$ cat config.mk
export PLATFORM = sky130hd
export DESIGN_NAME = commit_store_stage
export DESIGN_NICKNAME = d
export VERILOG_FILES = /design/src/rtl/commit_store_stage.sv
export SDC_FILE = /design/constraint.sdc
export NUM_CORES = 1
export LEC_CHECK = 0
export CORE_MARGIN = 3
export CORE_UTILIZATION = 46
export DETAILED_ROUTE_END_ITERATION = 12
export GPL_TIMING_DRIVEN = 0
export PLACE_DENSITY = 0.76
export SETUP_SLACK_MARGIN = 0.2
export SKIP_LAST_GASP = 1
export SLEW_MARGIN = 5
export SYNTH_ARGS = -nofsm -noshare
export SYNTH_HDL_FRONTEND = slang
export SYNTH_SLANG_ARGS = --single-unit
$ cat constraint.sdc
create_clock -name clk_i -period 3.7 [get_ports clk_i]
set_clock_uncertainty 0.15 [all_clocks]
set_input_delay 0.74 -clock clk_i [delete_from_list [all_inputs] [get_ports clk_i]]
set_output_delay 0.74 -clock clk_i [all_outputs]
set_load 0.02 [all_outputs]
$ cat src/rtl/commit_store_stage.sv
// Commit stage: registers RF writes and redirects, retires stores into an in-order store buffer.
// Define SB_FWD_EN to add the store-to-load forwarding lookup port.
module commit_store_stage #(
  parameter int unsigned SB_DEPTH        = 4,
  parameter int unsigned SB_STALL_MARGIN = 2
) (
  input  logic                      clk_i,
  input  logic                      rstn_i,
  input  logic                      commit_valid_i,
  input  logic [31:0]               commit_pc_i,
  input  logic [31:0]               commit_instr_i,
  input  logic [4:0]                commit_rd_addr_i,
  input  logic [31:0]               commit_result_i,
  input  logic                      commit_write_enable_i,
  input  logic                      commit_store_to_mem_i,
  input  logic [31:0]               commit_new_pc_i,
  input  logic                      commit_branch_taken_i,
  output logic                      rf_we_o,
  output logic [4:0]                rf_waddr_o,
  output logic [31:0]               rf_wdata_o,
  output logic                      redirect_valid_o,
  output logic [31:0]               redirect_pc_o,
  output logic                      dmem_req_valid_o,
  output logic [31:0]               dmem_req_addr_o,
  output logic [31:0]               dmem_req_data_o,
  output logic [3:0]                dmem_req_be_o,
  input  logic                      dmem_req_ready_i,
  output logic [$clog2(SB_DEPTH):0] sb_count_o,
  output logic                      sb_empty_o,
  output logic                      sb_stall_o,
  output logic                      sb_overflow_o,
`ifdef SB_FWD_EN
  input  logic [31:0]               fwd_addr_i,
  output logic                      fwd_hit_o,
  output logic [31:0]               fwd_data_o,
  output logic [3:0]                fwd_be_o,
`endif
  output logic                      sb_misalign_o
);

  localparam int unsigned PW = $clog2(SB_DEPTH);
  localparam int unsigned CW = PW + 1;

  localparam logic [0:0] StIdle = 1'b0;
  localparam logic [0:0] StReq  = 1'b1;

  logic          rf_we_q, redirect_valid_q, misalign_q, overflow_q;
  logic [4:0]    rf_waddr_q;
  logic [31:0]   rf_wdata_q, redirect_pc_q;
  logic [0:0]    state_q, state_d;
  logic [PW-1:0] head_q, tail_q;
  logic [CW-1:0] count_q, count_d, free_cnt;

  logic [29:0]   sb_addr_q [SB_DEPTH];
  logic [31:0]   sb_data_q [SB_DEPTH];
  logic [3:0]    sb_be_q   [SB_DEPTH];

  logic [1:0]    st_off;
  logic [3:0]    st_be;
  logic [31:0]   st_data;
  logic          st_misalign;
  logic          enq_req, enq, deq, full;

  logic unused_commit_bits;
  assign unused_commit_bits = ^{commit_pc_i, commit_instr_i[31:15], commit_instr_i[11:0]};

  // Lane alignment of the committed store; data travels on the new_pc bus for stores.
  always_comb begin
    st_off      = commit_result_i[1:0];
    st_be       = 4'b0000;
    st_data     = 32'h0;
    st_misalign = 1'b0;
    case (commit_instr_i[14:12])
      3'b000: begin
        st_be   = 4'b0001 << st_off;
        st_data = {24'h0, commit_new_pc_i[7:0]} << {st_off, 3'b000};
      end
      3'b001: begin
        st_be       = 4'b0011 << st_off;
        st_data     = {16'h0, commit_new_pc_i[15:0]} << {st_off, 3'b000};
        st_misalign = st_off[0];
      end
      3'b010: begin
        st_be       = 4'b1111;
        st_data     = commit_new_pc_i;
        st_misalign = (st_off != 2'b00);
      end
      default: st_misalign = 1'b1;
    endcase
  end

  assign full    = (count_q == CW'(SB_DEPTH));
  assign deq     = (state_q == StReq) && dmem_req_ready_i;
  assign enq_req = commit_valid_i && commit_store_to_mem_i && !st_misalign;
  // A full buffer still accepts a store when the head leaves on the same edge.
  assign enq     = enq_req && (!full || deq);

  always_comb begin
    count_d = count_q;
    case ({enq, deq})
      2'b10:   count_d = count_q + CW'(1);
      2'b01:   count_d = count_q - CW'(1);
      default: count_d = count_q;
    endcase
    state_d = (count_d != '0) ? StReq : StIdle;
  end

  always_ff @(posedge clk_i or negedge rstn_i) begin
    if (!rstn_i) begin
      rf_we_q          <= 1'b0;
      rf_waddr_q       <= 5'd0;
      rf_wdata_q       <= 32'h0;
      redirect_valid_q <= 1'b0;
      redirect_pc_q    <= 32'h0;
      misalign_q       <= 1'b0;
      overflow_q       <= 1'b0;
      state_q          <= StIdle;
      head_q           <= '0;
      tail_q           <= '0;
      count_q          <= '0;
    end else begin
      rf_we_q <= commit_valid_i && commit_write_enable_i && (commit_rd_addr_i != 5'd0);
      if (commit_valid_i && commit_write_enable_i && (commit_rd_addr_i != 5'd0)) begin
        rf_waddr_q <= commit_rd_addr_i;
        rf_wdata_q <= commit_result_i;
      end
      redirect_valid_q <= commit_valid_i && commit_branch_taken_i;
      if (commit_valid_i && commit_branch_taken_i) begin
        redirect_pc_q <= commit_new_pc_i;
      end
      misalign_q <= commit_valid_i && commit_store_to_mem_i && st_misalign;
      if (enq_req && full && !deq) begin
        overflow_q <= 1'b1;
      end
      if (enq) begin
        tail_q <= tail_q + PW'(1);
      end
      if (deq) begin
        head_q <= head_q + PW'(1);
      end
      count_q <= count_d;
      state_q <= state_d;
    end
  end

  // Payload storage needs no reset: every read is qualified by the count.
  always_ff @(posedge clk_i) begin
    if (enq) begin
      sb_addr_q[tail_q] <= commit_result_i[31:2];
      sb_data_q[tail_q] <= st_data;
      sb_be_q[tail_q]   <= st_be;
    end
  end

  assign free_cnt = CW'(SB_DEPTH) - count_q;

  assign rf_we_o          = rf_we_q;
  assign rf_waddr_o       = rf_waddr_q;
  assign rf_wdata_o       = rf_wdata_q;
  assign redirect_valid_o = redirect_valid_q;
  assign redirect_pc_o    = redirect_pc_q;
  assign dmem_req_valid_o = (state_q == StReq);
  assign dmem_req_addr_o  = dmem_req_valid_o ? {sb_addr_q[head_q], 2'b00} : 32'h0;
  assign dmem_req_data_o  = dmem_req_valid_o ? sb_data_q[head_q] : 32'h0;
  assign dmem_req_be_o    = dmem_req_valid_o ? sb_be_q[head_q] : 4'b0000;
  assign sb_count_o       = count_q;
  assign sb_empty_o       = (count_q == '0);
  assign sb_stall_o       = (free_cnt <= CW'(SB_STALL_MARGIN));
  assign sb_overflow_o    = overflow_q;
  assign sb_misalign_o    = misalign_q;

`ifdef SB_FWD_EN
  logic [PW-1:0] fwd_idx;
  logic          unused_fwd_bits;
  assign unused_fwd_bits = ^fwd_addr_i[1:0];

  // Walk oldest to youngest so the youngest matching entry wins.
  always_comb begin
    fwd_hit_o  = 1'b0;
    fwd_data_o = 32'h0;
    fwd_be_o   = 4'b0000;
    fwd_idx    = head_q;
    for (int unsigned i = 0; i < SB_DEPTH; i++) begin
      fwd_idx = head_q + PW'(i);
      if ((CW'(i) < count_q) && (sb_addr_q[fwd_idx] == fwd_addr_i[31:2])) begin
        fwd_hit_o  = 1'b1;
        fwd_data_o = sb_data_q[fwd_idx];
        fwd_be_o   = sb_be_q[fwd_idx];
      end
    end
  end
`endif

endmodule
# After elaboration in Yosys (flattened, before gate mapping)
# Memories as Yosys holds them, arrays and structs flattened.
# Cells that the tools add are included.
# totals
ff_bits	81
latchBits	0
mem_bits_rw	264
mem_bits_ro	0
in_bits	140
output_inout_bits	147
n_memories	3
# memory_table
name	words	width	rd	rd_ports_with_merged_regs	write_ports	line	source
sb_data_q	4	32	1	0	1	55	logic [31:0] sb_data_q [SB_DEPTH];
sb_addr_q	4	30	1	0	1	54	logic [29:0] sb_addr_q [SB_DEPTH];
sb_be_q	4	4	1	0	1	56	logic [3:0] sb_be_q [SB_DEPTH];
# op_classes
addsub	5
multipliers	0
div	0
order_cmp	1
eq_ne	5
shift	4
muxes	10
n_bitwise	0
reduce_logical	19
# op_table
op	n
32-bit case mux with 3 select lines	1
32-bit two-way mux	2
16-bit by 5-bit left shift with 32-bit output	1
8-bit by 5-bit left shift with 32-bit output	1
4-bit case mux with 3 select lines	1
1-bit logical AND	10
3-bit zero test	2
3-bit case mux with 2 select lines	1
5-bit nonzero test	1
2-bit by 1-bit adder with 2-bit output (second input constant)	2
4-bit two-way mux	1
1-bit by 2-bit left shift with 4-bit output (first input constant)	1
2-bit by 2-bit left shift with 4-bit output (first input constant)	1
3-bit by 1-bit adder with 3-bit output (second input constant)	1
3-bit by 1-bit == test with 1-bit output (second input constant)	1
3-bit by 2-bit == test with 1-bit output (second input constant)	1
3-bit == test (second input constant)	1
3-bit by 2-bit <= comparator with 1-bit output (second input constant)	1
1-bit zero test	3
1-bit two-way mux	3
1-bit case mux with 3 select lines	1
3-bit nonzero test	1
3-bit by 1-bit subtractor with 3-bit output (second input constant)	1
3-bit subtractor (first input constant)	1
4 further kinds	4

# Longest topological paths before layout
# Gate-level depths: netlist of run 1.
# logic_depth
word_depth	9
mapped_depth	9

# Least setup slack after synthesis of run 1
# Ideal clock, no wire load.
# synth_timing
path_kind	input to register
from	input port commit_result_i[1]
to	memory sb_addr_q[2][0], enable pin
setup_time_ns	0.431
arrival_ns	3.153
required_ns	3.119
path_slack_ns	-0.034
stages	5
n_path_buf	1
path_cell_list	buf_4 -> o21ai_4 -> nand4b_4 -> a21oi_1 -> and2_1
# synth_via
elab_chain_len	7
# synth_rtl
element	line	source
from (decl)	13	input logic [31:0] commit_result_i,
2-bit nonzero test	86	st_misalign = (st_off != 2'b00);
1-bit case mux with 3 select lines	73	case (commit_instr_i[14:12])
1-bit zero test	94	assign enq_req = commit_valid_i && commit_store_to_mem_i && !st_misalign;
1-bit logical AND	94	
1-bit logical AND	96	assign enq = enq_req && (!full || deq);
1-bit two-way mux	148	if (enq) begin
1-bit two-way mux (not written as such)	149	sb_addr_q[tail_q] <= commit_result_i[31:2];
to (decl)	54	
# Every way passes these cells.

# Final worst setup path of run 1
# layout_timing
from	register head_q[0]
to	output port dmem_req_addr_o[22]
# layout_via
elab_chain_len	2
# layout_rtl
element	line	source
from (decl)	51	logic [PW-1:0] head_q, tail_q;
from (signal assigned)	139	head_q <= head_q + PW'(1);
memory 4 x 30 bit	n/a	
32-bit two-way mux	163	assign dmem_req_addr_o = dmem_req_valid_o ? {sb_addr_q[head_q], 2'b00} : 32'h0;
to (decl)	24	output logic [31:0] dmem_req_addr_o,
# Every way passes these cells.

==> tab_implementation.tex, run 1 <==
\begin{tabular}{lr}
\hline
Metric & Value \\
\hline
\multicolumn{2}{l}{\textbf{Global routing}} \\
M3 GR Usage & 6.076\% \\
Total overflow reported by the global router & 0 \\
GR Util met2 & 32.60\% \\
Number of global-route vias before repair & 8355 \\
Routing layer with the top usage in global route & met2 \\
Wire length of the first global-routing pass & 50490 µm \\
Largest net degree at the start of global routing & 53 \\
Met1 track utilization from global routing & 26.90\% \\
Number of antenna violations at the first check in global routing & 3 \\
Overall routing resource usage & 20.00\% \\
\multicolumn{2}{l}{\textbf{Placed design}} \\
HPWL after detailed placement & 22550 µm \\
Post-placement worst setup slack & 0.01943 ns \\
Number of placed instances, taps included & 1431 \\
Placer Congestion & 0.8715 \\
Input/output buffers & 221 \\
\multicolumn{2}{l}{\textbf{Cells and area}} \\
Layout overhead on the synthesized area & 29.69\% \\
Fillers & 2204 \\
Antenna Cells & 0 \\
Share of final-layout standard cells stronger than drive strength 1 & 18.94\% \\
Commonest cells after routing, fill and taps aside & sky130\_fd\_sc\_hd\_\_edfxtp\_1 (264), sky130\_fd\_sc\_hd\_\_clkdlybuf4s50\_1 (192), sky130\_fd\_sc\_hd\_\_nand2\_1 (130) \\
Filler-free cell count of the finished design & 1499 \\
Layout Nets & 1229 \\
Most frequent standard cell in the layout excluding fill and tap cells & sky130\_fd\_sc\_hd\_\_edfxtp\_1 \\
\multicolumn{2}{l}{\textbf{Pwr}} \\
Fraction of power consumed by sequential logic & 36.5\% \\
Peak ir drop on the vdd network & 0.3787 mV \\
Total power consumption of the routed design & 12410 µW \\
Clock network fraction of design power & 29.3\% \\
Sw power & 3718 µW \\
Leakage component of the power & 0.006684 µW \\
Combinational group share of total power & 34.2\% \\
Power per Cell Area & 687.0 mW/mm² \\
Fraction of power spent switching nets & 29.95\% \\
Internal power contribution & 8695 µW \\
\multicolumn{2}{l}{\textbf{Timing}} \\
Highest Clock Rate & 289.2 MHz \\
Slew Limit Fails & 0 \\
Count of endpoints failing hold in the final timing report & 0 \\
Fin worst setup slack & 0.2418 ns \\
Share of the clock period used by the worst path & 93.46\% \\
Final setup violating endpoints & 0 \\
Measured slew at the worst slew-check pin & 0.6542 ns \\
RSZ-0062 raised after global routing & true \\
Shortest period the worst path allows & 3.458 ns \\
Worst-case headroom to the max-slew limit & 55.93\% \\
\multicolumn{2}{l}{\textbf{Critical path}} \\
Peak per-stage delay on the critical path & 0.55 ns \\
End point of the critical path & dmem\_req\_addr\_o[22] \\
Capture instance of the worst register-to-register path & sb\_data\_q[3][0] \\
Worst setup EP type & output port \\
Flop2flop setup slack & 0.82 ns \\
Largest fanout on the critical path & 10 \\
Data required time of the worst path & 2.81 ns \\
Classification of the worst setup path & reg2out \\
Count of cells along the worst register-to-register path & 6 \\
Reg2Reg Launch Point & sb\_count\_o[0] \\
Critical Path, Cell by Cell & clkbuf\_4 -> buf\_6 -> mux4\_2 -> and2\_1 -> clkdlybuf4s50\_1 \\
CP Launch Type & flop \\
Critical path arrival & 2.57 ns \\
Launching element of the worst setup path & head\_q[0] \\
Slowest-stage cell, CP & sky130\_fd\_sc\_hd\_\_clkdlybuf4s50\_1 \\
\multicolumn{2}{l}{\textbf{Clock network}} \\
Root buffer selected by CTS & sky130\_fd\_sc\_hd\_\_clkbuf\_16 \\
Maximum buffer depth of the clock tree & 3 \\
Post-CTS setup buffers & 0 \\
CTS tree & built \\
CTS HTree Levels & 2 \\
Inserted Clock Buffers & 37 \\
Clock net sink count & 345 \\
Clock latency at the later pin of the worst-skew pair & 0.50 ns \\
Clock transition at the registers of the reported paths & 0.06 ns \\
Post-cts hold buffer count & 0 \\
\multicolumn{2}{l}{\textbf{Synth}} \\
Proportion of netlist area held by the largest area contributor & 56.90\% \\
Yosys synthesis warning count & 0 \\
Unique cell type count in the Yosys netlist & 49 \\
Most used DFF post-synth & sky130\_fd\_sc\_hd\_\_edfxtp\_1 \\
Portion of the post-synthesis area used by sequential elements & 71.45\% \\
Async set-or-reset flop fraction in the synthesized netlist & 23.48\% \\
Synthesized area per cell & 17.12 µm² \\
Number of flip-flops and latches in the synthesized netlist & 345 \\
Mapped cell area & 0.01393 mm² \\
Area leader, netlist & sky130\_fd\_sc\_hd\_\_edfxtp\_1 \\
Largest cells by area after synthesis & sky130\_fd\_sc\_hd\_\_edfxtp\_1 (57\%), sky130\_fd\_sc\_hd\_\_dfrtp\_1 (15\%), sky130\_fd\_sc\_hd\_\_mux4\_2 (11\%), sky130\_fd\_sc\_hd\_\_and2\_1 (3.6\%), sky130\_fd\_sc\_hd\_\_nand2\_1 (3.5\%) \\
Gate count after technology mapping & 814 \\
Number of synthesized flops with an enable pin & 264 \\
\multicolumn{2}{l}{\textbf{Floorplan}} \\
Total number of placement rows & 63 \\
Initial Util & 46.88\% \\
Floorplan die area & 0.03241 mm² \\
Width of the chip & 180.0 µm \\
Vertical die dimension & 180.0 µm \\
Area of the core & 0.02972 mm² \\
Top-Level Pins & 287 \\
\multicolumn{2}{l}{\textbf{Drt}} \\
DRC violation total after the first TritonRoute iteration & 547 \\
Final wirelength & 32850 µm \\
Number of iterations in the first detailed-routing pass & 5 \\
Wirelength per Cell & 21.91 µm \\
DRC violations left & 0 \\
Number of antenna-violating nets in the routed design & 0 \\
Per-cell via count in the routed design & 5.379 \\
Via count & 8063 \\
\multicolumn{2}{l}{\textbf{Run}} \\
Max Cap Viol & 0 \\
\multicolumn{2}{l}{\textbf{Outcome}} \\
Result of the run & finished clean \\
\multicolumn{2}{l}{\textbf{Min path}} \\
Worst hold path type & in2async \\
\hline
\end{tabular}
-- metal layers --
metal  vias up  share of wire (%)
li1       3587                  -
met1      4078                 41
met2       330                 48
met3        62                8.5
met4         6                2.2
met5         -               0.13
-- registers in the layout, summed over array words and instances, names as in the netlist, 2 cells and up --
register	flops
sb_data_q	128
sb_addr_q	120
redirect_pc_o	32
rf_wdata_o	32
sb_be_q	16
rf_waddr_o	5
sb_count_o	3
head_q	2
tail_q	2
-- final cells by class --
type	instances	area (µm²)	share of cell area, %
sequential	345	9955	55.09
clock inverter	23	215.2	1.191
multi-input combinational	417	3680	20.37
tap	390	488.0	2.701
inverter	10	37.54	0.2077
timing repair buffer	226	2350	13.00
clock buffer	45	998.5	5.526
buffer	43	345.3	1.911
-- how the worst min path moves through the flow --
stage	to	slack, ns	depth (start not counted)
after global routing	redirect_pc_o[24]	0.12	1
final	redirect_pc_o[24]	0.09	1
after floorplan	dmem_req_valid_o	0.29	0
after CTS	redirect_pc_o[24]	0.11	1
after global placement	rf_wdata_o[18]	0.31	2
after detailed placement	rf_wdata_o[15]	0.31	2
-- power by group through the flow --
stage | combinational, µW | sequential [µW] | clock, µW
6_report | 4240 | 4530 | 3640
2_1_floorplan | 2300 | 4740 | 0
4_1_cts | 4260 | 4530 | 3720
3_3_place_gp | 4250 | 4610 | 0
5_1_grt | 4520 | 4550 | 3890
3_5_place_dp | 4300 | 4610 | 0
-- through the flow --
step | setup TNS [ns] | instance area (µm²) | hold slack, ns | util, %
floorplan | 0 | 13940 | 0.2944 | -
global placement | -302.48 | 16640 | 0.3078 | 56.00
detailed placement | 0 | 16780 | 0.3120 | 56.47
CTS | -0.03569 | 17990 | 0.1065 | 60.54
global route | 0 | 18070 | 0.1225 | 60.80
finish | 0 | 18070 | 0.09182 | 60.80
-- critical path: cells and delay by family, from the launching register on --
family / cells / cell delay, ns
buffers and inverters: 3 / 1.00
muxes: 1 / 0.52
DFF: 1 / 0.36
and+or+nand+nor: 1 / 0.19
-- synth_stat cells (all sizes together) (3+ instances only) --
master	n
and2	81
nand2	130
a21oi	11
o21ai	24
a32o	5
buf	34
ha	8
inv	10
dfrtp	81
a22oi	8
mux2i	3
nor2	7
clkbuf	9
edfxtp	264
xnor2	5
mux4	66
mux2	34
nor2b	9
-- cells by family (layout without fill, tap and decap cells) --
group / Yosys count / count (layout) / share of synthesized area, %
buffers and inverters: 53 / 347 / 2.236
flip-flops: 345 / 345 / 71.45
XOR/XNOR: 5 / 5 / 0.3143
adder cells (fa/ha/maj): 9 / 9 / 0.8622
other: 1 / 2 / 0.02692
multiplexers: 103 / 103 / 13.69
AO/OA/AOI/OAI: 59 / 59 / 2.838
AND/OR/NAND/NOR: 239 / 239 / 8.586
-- timing repair --
| action | CTS | global route |
|---|---|---|
| endpoints found under the hold margin | 0 | 0 |
| endpoints found under the setup margin | 66 | 47 |
| gates resized for setup | 26 | 38 |
(Power assumes the default switching activity.)
==> run 2: changes to the inputs <==
--- a/config.mk
+++ b/config.mk
@@ -11,7 +11,6 @@
 export GPL_TIMING_DRIVEN = 0
 export PLACE_DENSITY = 0.76
 export SETUP_SLACK_MARGIN = 0.2
-export SKIP_LAST_GASP = 1
 export SLEW_MARGIN = 5
 export SYNTH_ARGS = -nofsm -noshare
 export SYNTH_HDL_FRONTEND = slang
==> results of run 2 <==
Final layout, timing and power as in run 1 (identical DEF).
==> patch 1, RTL diff (flow settings as in run 1) <==
Add a define of `SB_FWD_EN`.
--- a/src/rtl/commit_store_stage.sv
+++ b/src/rtl/commit_store_stage.sv
@@ -2,2 +2,4 @@
 // Define SB_FWD_EN to add the store-to-load forwarding lookup port.
+`define SB_FWD_EN
+
 module commit_store_stage #(
Ports: changed (added fwd_addr_i, fwd_be_o, fwd_data_o and fwd_hit_o); port bits go from 287 to 356. No check against the original RTL was run, so the function may have changed too.
==> patch 1 against run 1 <==
- the run now ends with negative setup slack left
- worst setup slack lost 1900 ps
- routed wire length grew to 2.8 times the old value
- area after synthesis grew 52%
- power grew 88%
- cell area grew 68%
- fmax shrank 36%
- sequential cell count is the same
- critical path type unchanged
- critical endpoint is now fwd_be_o[3]
- largest cell class is now multi-input combinational cells
- largest power group is now combinational logic
==> patch 1: results (changes against run 1) <==
Status
  • Status: finished, violations left
  • Violated checks: negative setup slack

STA
  • Final setup margin: -1670 ps (-1910 ps)
  • Final Setup Violations: 103 (+103)
  • Setup TNS: -88760 ps (-88760 ps)
  • Slew headroom: 0.0533 (-0.506)

Detailed routing
  • Detailed Route WL: 90800 um (+180%)
  • Vias post-DR: 18500 (+130%)

Clock network
  • # hold bufs at CTS: 1 (+1)
  • CTS buffer count: 39 (+5.4%)
  • CTS resizes: 624 (+2300%)
  • Post-CTS Setup Inserts: 37 (+37)

Pwr
  • P_leak: 11.0 nW (+65%)
  • Switching share of power: 0.426 (+0.127)

Setup path
  • RR Endpoint: sb_addr_q[1][16]
  • Worst r2r path cells: 4 (-2)
  • Critical R2R Launch: dmem_req_valid_o
  • CP delay by family, top: simple AND/OR/NAND/NOR gates
  • Worst Path Arrival: 4480 ps (+1910 ps)
  • CP max stage delay: 630 ps (+80 ps)
  • Slowest-stage cell, CP: or4_4

Synthesis
  • Post-synthesis cell count: 1800 (+120%)
  • Post-synthesis adder-cell area fraction: 0.00649 (-0.00213)
  • Mux cell area share after synthesis: 0.231 (+0.0940)
  • Synth Area in Compound Gates: 0.102 (+0.0739)
  • Synth Area in XOR/XNOR: 0.0396 (+0.0365)
  • Synth area leaders: edfxtp_1 (37%), mux2i_1 (11%), dfrtp_1 (9.6%)

Final layout
  • Share of cells above drive strength 1: 0.345 (+0.156)
  • Final nets: 2372 (+93%)
  • Multi-input gate area: 13000 sq um (+250%)
  • Fill cells: 3343 (+52%)

Place
  • RePlAce Congestion: 1.06 (+22%)

Global routing
  • Initial antenna violation count: 2 (-1)
  • Vias in the first global route: 18100 (+120%)
  • Largest net degree at the start of global routing: 63 (+19%)
  • Total track usage: 0.362 (+0.162)
-- patch 1: cell types whose count changed after synthesis, sizes merged, moves of 24 or more --
cell / before / now
xnor2: 5 / 81
nand2: 130 / 196
a221oi: 0 / 43
o22ai: 0 / 27
buf: 34 / 79
a211oi: 2 / 60
nor3: 2 / 26
and2: 81 / 37
mux2: 34 / 147
mux2i: 3 / 237
mux4: 66 / 38
nor2: 7 / 92
clkbuf: 9 / 69
-- patch 1: worst min-delay path, stage by stage, from the launching register on --
cell and delay, ps:
dfrtp_1 340, nand2_1 50, nand2_1 50
-- patch 1: cell type report --
cell class / count / share of cell area
multi-input cells: 1294 / 0.430
flip-flops and latches: 345 / 0.328
repair buffers: 345 / 0.119
plain buffers: 148 / 0.0540
clock buffers: 51 / 0.0357
well taps: 600 / 0.0247
clock inverters: 19 / 0.00701
inverters: 16 / 0.00198
diodes: 2 / 0.000165
-- patch 1: worst max path at each step --
stage	from	endpoint	slack, ps	depth (start not counted)
after floorplan	head_q[1]	fwd_data_o[15]	-390	12
after global placement	fwd_addr_i[8]	fwd_data_o[28]	-2810	11
after detailed placement	fwd_addr_i[8]	fwd_data_o[28]	-2770	11
after CTS	head_q[1]	fwd_data_o[1]	-1620	15
after global routing	head_q[1]	fwd_data_o[1]	-1680	15
final	head_q[1]	fwd_be_o[3]	-1670	15
-- patch 1: per-layer routing --
layer,vias up,global-route usage,routed length (um),share of wire
met5,-,0,0,0
met4,0,0.125,3270,0.036
met3,173,0.0722,9860,0.11
met2,1225,0.550,40900,0.45
met1,9442,0.520,36800,0.41
li1,7668,-,-,-
-- patch 1: through the flow --
step                total power (W)  hold slack [ps]
floorplan                    0.0122              294
finish                       0.0233              323
global route                 0.0239              346
CTS                          0.0222              329
detailed placement           0.0166              316
global placement             0.0165              309
==> patch 2, RTL diff (config.mk and constraints of run 1) <==
Without the edit above. Make the reset (`rstn_i`) synchronous in one clocked block.
--- a/src/rtl/commit_store_stage.sv
+++ b/src/rtl/commit_store_stage.sv
@@ -107,3 +107,3 @@
 
-  always_ff @(posedge clk_i or negedge rstn_i) begin
+  always_ff @(posedge clk_i) begin
     if (!rstn_i) begin
Function: differs if rstn_i is asserted again (counterexample within 4 cycles, from zero or initial values and one cycle with rstn_i low); with rstn_i held inactive, the same outputs for 4 cycles.
==> patch 2 against run 1 <==
- worst setup slack got worse by 1.5 ps
- cell area fell by 0.55%
- via count grew 5.1%
- area after synthesis decreased by 0.66%
- sequential share of layout area fell by 1.7 points
- first-iteration DRC count grew 23%
- core utilization increased by 0.80 points
- sequential cell count is 2 higher
- routed wire length rose by 2.6%
Power is not compared: it rests on default switching activity, and its combinational part moved more than twofold at a synthesized area within 25%.
==> patch 2: results (changes against run 1) <==
Final layout
  • Fin area: 18000 sq um (-0.55%)
  • Share of cells above drive strength 1: 0.135 (-0.0542)
  • Cell Count, Final, Fillers Out: 1575 (+5.1%)

Status
  • Status: finished clean

Synthesis
  • Sequential-to-total area share from yosys stat: 0.693 (-0.0216)
  • Synth area leaders: edfxtp_1 (57%), dfxtp_1 (12%), mux4_2 (11%)
  • Commonest cells post-synth: edfxtp_1 (264), nand2_1 (160), and2_1 (83), dfxtp_1 (83)

Global routing
  • Total track usage: 0.203 (+0.00289)
  • First-pass GRT wire length: 51400 um (+1.9%)
  • Vias in the first global route: 8770 (+5.0%)
  • Initial antenna violation count: 1 (-2)
  • Largest net degree at the start of global routing: 46 (-13%)

Detailed routing
  • DR iter-0 viols: 675 (+23%)
  • Drt wl/cell: 21.4 um (-2.3%)
  • Avg Vias per Cell: 5.38 (about the same)

Place
  • Port Buffers: 219 (-0.90%)
  • DP Wirelength: 22800 um (+0.90%)
  • RePlAce Congestion: 0.820 (-6.0%)
  • DP Area: 16600 sq um (-0.89%)
  • Dpl cells: 1511 (+5.6%)
  • Post-place setup slack: -89.6 ps (-109 ps)

Setup path
  • Critical Path Source Type: flop
  • Critical R2R Launch: sb_count_o[0]
  • CP Max Fanout: 10 (unchanged)

Min path
  • Worst min path class: reg -> reg
[patch 2: logic make-up (layout without fill, tap and decap cells)]
logic type | after synthesis | count (layout) | synth area share
flops | 347 | 347 | 0.693
simple gates | 278 | 278 | 0.0957
compound gates | 126 | 126 | 0.0674
mux | 73 | 73 | 0.112
buf+inv | 64 | 351 | 0.0194
fa+ha+maj | 9 | 9 | 0.00868
xor+xnor | 5 | 5 | 0.00316
other cells | 1 | 2 | 0.000271
[patch 2: cell type report]
class                      count  share of cell area
buffer                        57              0.0176
clock buffer                  42              0.0537
clock inverter                22              0.0148
inverter                       7             0.00146
multi-input combinational    493               0.222
sequential                   347               0.534
tap                          384              0.0267
timing repair buffer         223               0.130
[patch 2: critical path, stage by stage, from the launching register on]
cell and delay, ps:
dfxtp_1 420, buf_2 360, mux4_2 550, and2_1 170, clkdlybuf4s50_1 560
[patch 2: worst paths after layout]
check | end | slack, ps
hold reg to reg | rf_wdata_o[11] | 310
hold / removal | rf_wdata_o[11] | 310
setup reg to reg | sb_be_q[3][2] | 1000
setup / recovery | dmem_req_addr_o[13] | 240
[patch 2: stage by stage]
stage | power, W | setup TNS [ps]
2_1_floorplan | 0.00530 | 0
3_3_place_gp | 0.00606 | -215070
3_5_place_dp | 0.00608 | -8670
4_1_cts | 0.00982 | 0
5_1_grt | 0.0101 | 0
6_report | 0.00974 | 0
[patch 2: routing by layer]
metal	wire [um]	up-vias	track usage
met4	887	2	0.0637
met5	13	-	0
met2	16500	281	0.341
li1	-	3860	-
met1	14500	4282	0.272
met3	1840	47	0.0362
[patch 2: power by group through the flow]
stage                     Clock, W  Sequential (W)  Combinational [W]
after floorplan                  0         0.00443           0.000869
after global placement           0         0.00439            0.00167
after detailed placement         0         0.00439            0.00169
after CTS                  0.00381         0.00431            0.00170
after global routing       0.00397         0.00432            0.00179
final                      0.00376         0.00431            0.00167
[patch 2: timing repair]
| action | CTS | global route |
|---|---|---|
| endpoints found under the hold margin | 0 | 0 |
| gates resized for setup | 36 | 28 |
| setup endpoints to repair | 45 | 41 |
